### src/rtl/key_pulse_pkg.sv
// Shared types and default constants for the two-button press pulse generator.
package key_pulse_pkg;

   typedef enum logic [1:0] {
      IDLE       = 2'd0,
      PRESS_WAIT = 2'd1,
      HELD       = 2'd2,
      REL_WAIT   = 2'd3
   } key_state_t;

   localparam int unsigned DEF_DEBOUNCE_CNT = 20;
   localparam int unsigned DEF_REPEAT_DLY   = 1000;
   localparam int unsigned DEF_REPEAT_PER   = 200;

   function automatic int unsigned max_u(input int unsigned a, input int unsigned b);
      return (a > b) ? a : b;
   endfunction

endpackage

### src/rtl/key_debounce.sv
// One button: 2-flop synchroniser, debounce FSM and registered press strobe.
// Auto-repeat while held is built only when KEY_PULSE_REPEAT_EN is defined.
module key_debounce
   import key_pulse_pkg::*;
#(
   parameter int unsigned DEBOUNCE_CNT = DEF_DEBOUNCE_CNT
`ifdef KEY_PULSE_REPEAT_EN
   ,
   parameter int unsigned REPEAT_DLY   = DEF_REPEAT_DLY,
   parameter int unsigned REPEAT_PER   = DEF_REPEAT_PER
`endif
) (
   input  logic clk,
   input  logic rst,
   input  logic key_n,
   output logic strobe
);

   localparam int unsigned CW = $clog2(DEBOUNCE_CNT);
   localparam logic [CW-1:0] CNT_LAST = CW'(DEBOUNCE_CNT - 1);

   key_state_t    state, state_n;
   logic [1:0]    sync_q;
   logic          synced;
   logic [CW-1:0] cnt, cnt_n;
   logic          strobe_n;

`ifdef KEY_PULSE_REPEAT_EN
   localparam int unsigned TW = $clog2(max_u(REPEAT_DLY, REPEAT_PER) + 1);
   localparam logic [TW-1:0] DLY_LAST = TW'(REPEAT_DLY - 1);
   localparam logic [TW-1:0] PER_LAST = TW'(REPEAT_PER - 1);

   logic [TW-1:0] timer, timer_n;
   logic          rep, rep_n;       // 0: waiting first delay, 1: periodic phase
`endif

   assign synced = sync_q[1];

   // Synchroniser resets to released so reset never looks like a press
   always_ff @(posedge clk or posedge rst) begin
      if (rst) sync_q <= 2'b11;
      else     sync_q <= {sync_q[0], key_n};
   end

   always_ff @(posedge clk or posedge rst) begin
      if (rst) begin
         state  <= IDLE;
         cnt    <= '0;
         strobe <= 1'b0;
`ifdef KEY_PULSE_REPEAT_EN
         timer  <= '0;
         rep    <= 1'b0;
`endif
      end else begin
         state  <= state_n;
         cnt    <= cnt_n;
         strobe <= strobe_n;
`ifdef KEY_PULSE_REPEAT_EN
         timer  <= timer_n;
         rep    <= rep_n;
`endif
      end
   end

   always_comb begin
      state_n  = state;
      cnt_n    = cnt;
      strobe_n = 1'b0;
`ifdef KEY_PULSE_REPEAT_EN
      timer_n  = timer;
      rep_n    = rep;
`endif
      case (state)
         IDLE: begin
            if (!synced) begin
               state_n = PRESS_WAIT;
               cnt_n   = '0;
            end
         end
         PRESS_WAIT: begin
            if (synced) begin
               state_n = IDLE;
            end else if (cnt == CNT_LAST) begin
               state_n  = HELD;
               strobe_n = 1'b1;
`ifdef KEY_PULSE_REPEAT_EN
               timer_n  = '0;
               rep_n    = 1'b0;
`endif
            end else begin
               cnt_n = cnt + CW'(1);
            end
         end
         HELD: begin
            if (synced) begin
               state_n = REL_WAIT;
               cnt_n   = '0;
`ifdef KEY_PULSE_REPEAT_EN
               timer_n = '0;
               rep_n   = 1'b0;
`endif
            end
`ifdef KEY_PULSE_REPEAT_EN
            else if (timer == (rep ? PER_LAST : DLY_LAST)) begin
               strobe_n = 1'b1;
               timer_n  = '0;
               rep_n    = 1'b1;
            end else if (timer != '1) begin
               timer_n = timer + TW'(1);
            end
`endif
         end
         REL_WAIT: begin
            // A bounce back to low resumes holding without a new strobe
            if (!synced) begin
               state_n = HELD;
               cnt_n   = '0;
`ifdef KEY_PULSE_REPEAT_EN
               timer_n = '0;
               rep_n   = 1'b0;
`endif
            end else if (cnt == CNT_LAST) begin
               state_n = IDLE;
            end else begin
               cnt_n = cnt + CW'(1);
            end
         end
         default: state_n = IDLE;
      endcase
   end

endmodule

### src/rtl/key_pulse_gen.sv
// Two debounced buttons merged into registered select pulses; button 1 wins ties.
// Define KEY_PULSE_REPEAT_EN to enable auto-repeat while a button is held.
module key_pulse_gen
   import key_pulse_pkg::*;
#(
   parameter int unsigned DEBOUNCE_CNT = DEF_DEBOUNCE_CNT
`ifdef KEY_PULSE_REPEAT_EN
   ,
   parameter int unsigned REPEAT_DLY   = DEF_REPEAT_DLY,
   parameter int unsigned REPEAT_PER   = DEF_REPEAT_PER
`endif
) (
   input  logic clk,
   input  logic rst,
   input  logic key1_n,
   input  logic key2_n,
   output logic en1,
   output logic en2
);

   logic strobe1;
   logic strobe2;

   key_debounce #(
      .DEBOUNCE_CNT (DEBOUNCE_CNT)
`ifdef KEY_PULSE_REPEAT_EN
      ,
      .REPEAT_DLY   (REPEAT_DLY),
      .REPEAT_PER   (REPEAT_PER)
`endif
   ) u_key1 (
      .clk    (clk),
      .rst    (rst),
      .key_n  (key1_n),
      .strobe (strobe1)
   );

   key_debounce #(
      .DEBOUNCE_CNT (DEBOUNCE_CNT)
`ifdef KEY_PULSE_REPEAT_EN
      ,
      .REPEAT_DLY   (REPEAT_DLY),
      .REPEAT_PER   (REPEAT_PER)
`endif
   ) u_key2 (
      .clk    (clk),
      .rst    (rst),
      .key_n  (key2_n),
      .strobe (strobe2)
   );

   // Coincident strobes: button 2 is dropped, not deferred
   always_ff @(posedge clk or posedge rst) begin
      if (rst) begin
         en1 <= 1'b0;
         en2 <= 1'b0;
      end else begin
         en1 <= strobe1;
         en2 <= strobe2 & ~strobe1;
      end
   end

endmodule

### config.mk
export PLATFORM = sky130hd
export DESIGN_NAME = key_pulse_gen
export DESIGN_NICKNAME = d
export VERILOG_FILES = /design/src/rtl/key_pulse_pkg.sv /design/src/rtl/key_debounce.sv /design/src/rtl/key_pulse_gen.sv
export SDC_FILE = /design/constraint.sdc
export NUM_CORES = 1
export LEC_CHECK = 0
export BUFFER_PORTS_ARGS = -buffer_cell sky130_fd_sc_hd__buf_2
export CORE_ASPECT_RATIO = 0.9
export CORE_MARGIN = 5
export CORE_UTILIZATION = 35
export DETAILED_ROUTE_END_ITERATION = 7
export PLACE_DENSITY_LB_ADDON = 0.25
export SKIP_CTS_REPAIR_TIMING = 1
export SYNTH_ARGS = -nofsm -noshare
export SYNTH_HDL_FRONTEND = slang
export SYNTH_HIERARCHICAL = 1
export SYNTH_SLANG_ARGS = --single-unit
### constraint.sdc
create_clock -name clk -period 1.75 [get_ports clk]
set_input_delay 0.2625 -clock clk [delete_from_list [all_inputs] [get_ports clk]]
set_output_delay 0.2625 -clock clk [all_outputs]
set_load 0.005 [all_outputs]
==> metrics.txt <==
Sw Share 0.228; RSZ-0062 raised after global routing no; vias in the first global route 952; Slew HR 0.718; # DRC 0; NumNets Final 149; Util after Layout 0.431; Clk pwr share 0.397; Max-Cap Viols 0; Net Sw Power 0.271 mW; mux contribution to synthesized area 0.0181; drt first pass iters 4; CTS tree built; Cell Pwr Density 810 nW/um^2; Routed Antenna Nets 0; gpl congestion 0.829; ys async rst share 1.00; Final Power 1.19 mW; final hold vios 0; Final Cycle Share 0.959; port bufs 5; Initial Util 0.365; Synth Area in Compound Gates 0.218; peak supply drop 0.379 mV; clock root cell clkbuf_8; cells after synthesis 126; syn_area_per_cell 9.85 sq um; WP data required 1900 ps; Post-synth EDFFs 0; Main synth FF type dfrtp_1; Multi-input gate area 618 sq um; critical path, cell by cell ha_1 > nor4bb_2 > buf_4 > a21oi_1 > o21ai_1 > a221o_1; critical path's largest stage delay 420 ps; DR WL/cell 13.8 um; hold path cells 1; Max stage delay cell, worst path dfrtp_1; Total GRT Usage 0.117; simple-gate portion of the synthesized area 0.201; Leak 0.613 nW; area share of fa/ha/maj cells after synthesis 0.0202; Mapped Nets 132; largest family of logic cells by synthesized area compound AO/OA/AOI/OAI gates; library cells used by synthesis 33; share of power burned in combinational logic 0.123; Reg power frac 0.480; internal power 0.916 mW; via count 1004; die area 4840 sq um; Seq. cell area 556 sq um; fill cell count 354; critical-path maximum fanout 8; Final Worst Setup Slack 71.7 ps; Area Growth Syn to Fin 18.1%; Ports 6; Final TNS setup 0 ps; share of cells above drive strength 1 0.275; pin count of the biggest net entering global routing 15; Overflow after GRT 0; Die Span Y 66.5 um; drt total wl 2560 um; initial antenna violation count 0; outcome complete, no violations; cts bufs inserted 3; Clock Latency Late Sink 260 ps; register bit count reported by yosys 22; Post-Synthesis Cell Area 1240 sq um; fmax 596 MHz; Fin Clk Skew 6.16 ps; Hold Crit Class input port to flop; number of diodes 0; synth warn 6; CTS HTree Levels 1; hold_ws 88.4 ps; reg2reg path depth 6; final setup violation count 0; Worst EP arrival 1830 ps; Worst Setup End Kind flop; Crit Path Class flop to flop; # rows 20; xor/xnor share of the synthesized area 0.0141; vias per cell 5.40; CTS max path bufs 2; first-pass GRT wire length 4410 um; worst-margin pin slew 423 ps; HPWL after DPL 1760 um; Seq/Total Area, Yosys 0.448; Setup crit start kind flop; DIE WIDTH 72.8 um; worst slack at placement -17.9 ps; Core Area 3400 sq um; Max Slew Vio Count 0; CTS clk-pin slew, worst paths 80 ps; fin crit period 1680 ps; DRT iter0 DRCs 67; Clock Sinks 22
-- registers in the layout, indices dropped and copies added (netlist names), named ones only --
signal,flops
u_key2/strobe,1
en1,1
u_key2/sync_q,2
u_key1/state,1
u_key2/state,1
u_key1/strobe,1
u_key1/sync_q,2
u_key1/cnt,5
en2,1
u_key2/cnt,5
-- synthesized netlist by cell type (all sizes together) (3+ instances only) --
library cell | n | area, sq um
a21oi | 8 | 40.0
a221o | 6 | 62.6
buf | 6 | 47.5
dfrtp | 18 | 450
dfstp | 4 | 105
inv | 7 | 26.3
nand2 | 12 | 45.0
nand3 | 12 | 60.1
nor2 | 4 | 15.0
nor2b | 3 | 26.3
nor3 | 6 | 40.0
o21ai | 6 | 30.0
o31ai | 4 | 30.0
-- routing by layer --
metal | global-route usage | part of all wire
met5 | 0 | 0
met3 | 0.0392 | 0.046
met1 | 0.150 | 0.48
met4 | 0.0369 | 0.019
met2 | 0.186 | 0.46
-- critical path, delay by kind of cell, from the launching register on --
family	cells	cell delay, ps
compound gates	3	590
fa+ha+maj	1	210
buf+inv	1	170
flops	1	420
simple gates	1	170
-- metrics by stage --
step                area (sq um)  cells
finish                      1470    186
CTS                         1390    181
floorplan                   1240    126
global placement            1320    177
global route                1470    186
detailed placement          1320    177
-- cell families after synthesis --
logic type | count (synthesis)
DFF | 22
AOI/OAI and AO/OA | 38
and+or+nand+nor | 45
xor gates and xnor gates | 2
muxes | 2
buffers and inverters | 15
adders and majority gates | 2
-- power by group through the flow --
stage                     Sequential [mW]  Combinational [mW]  Clock, mW
final                               0.570               0.146      0.472
after global placement              0.574               0.119          0
after detailed placement            0.576               0.124          0
after global routing                0.575               0.165      0.526
after CTS                           0.566               0.126      0.494
after floorplan                     0.569              0.0898          0
-- cell usage in the layout (no fill, tap or decap), types with 3 or more instances in the layout --
cell type | Yosys | final
clkbuf_8 | 2 | 3
nand2_1 | 12 | 12
dfstp_2 | 4 | 4
o21ai_0 | 6 | 5
dfrtp_1 | 18 | 18
a221o_1 | 4 | 4
nor2_1 | 4 | 4
buf_2 | 2 | 5
buf_4 | 2 | 14
a21oi_1 | 8 | 8
o31ai_1 | 4 | 4
inv_1 | 7 | 7
nand3_1 | 12 | 12
nor3_1 | 4 | 4
-- final timing paths --
path / start / endpoint / slack, ps
worst max-delay path: u_key2/cnt[1] / u_key2/cnt[1] / 70
max in group asynchronous: rst / u_key1/sync_q[1] / 870
min in group asynchronous: rst / en2 / 400
worst min-delay path: key1_n / u_key1/sync_q[0] / 90
worst max register to register: u_key2/cnt[1] / u_key2/cnt[1] / 70
worst min register to register: u_key2/sync_q[0] / u_key2/sync_q[1] / 360
-- layout make-up --
class / count / share of cell area
inverter: 7 / 0.0179
timing repair buffer: 20 / 0.0956
clock buffer: 3 / 0.0282
clock inverter: 1 / 0.0205
multi-input combinational: 89 / 0.422
sequential: 22 / 0.379
tap: 44 / 0.0375
No activity file was read; power rests on OpenSTA's default activity.
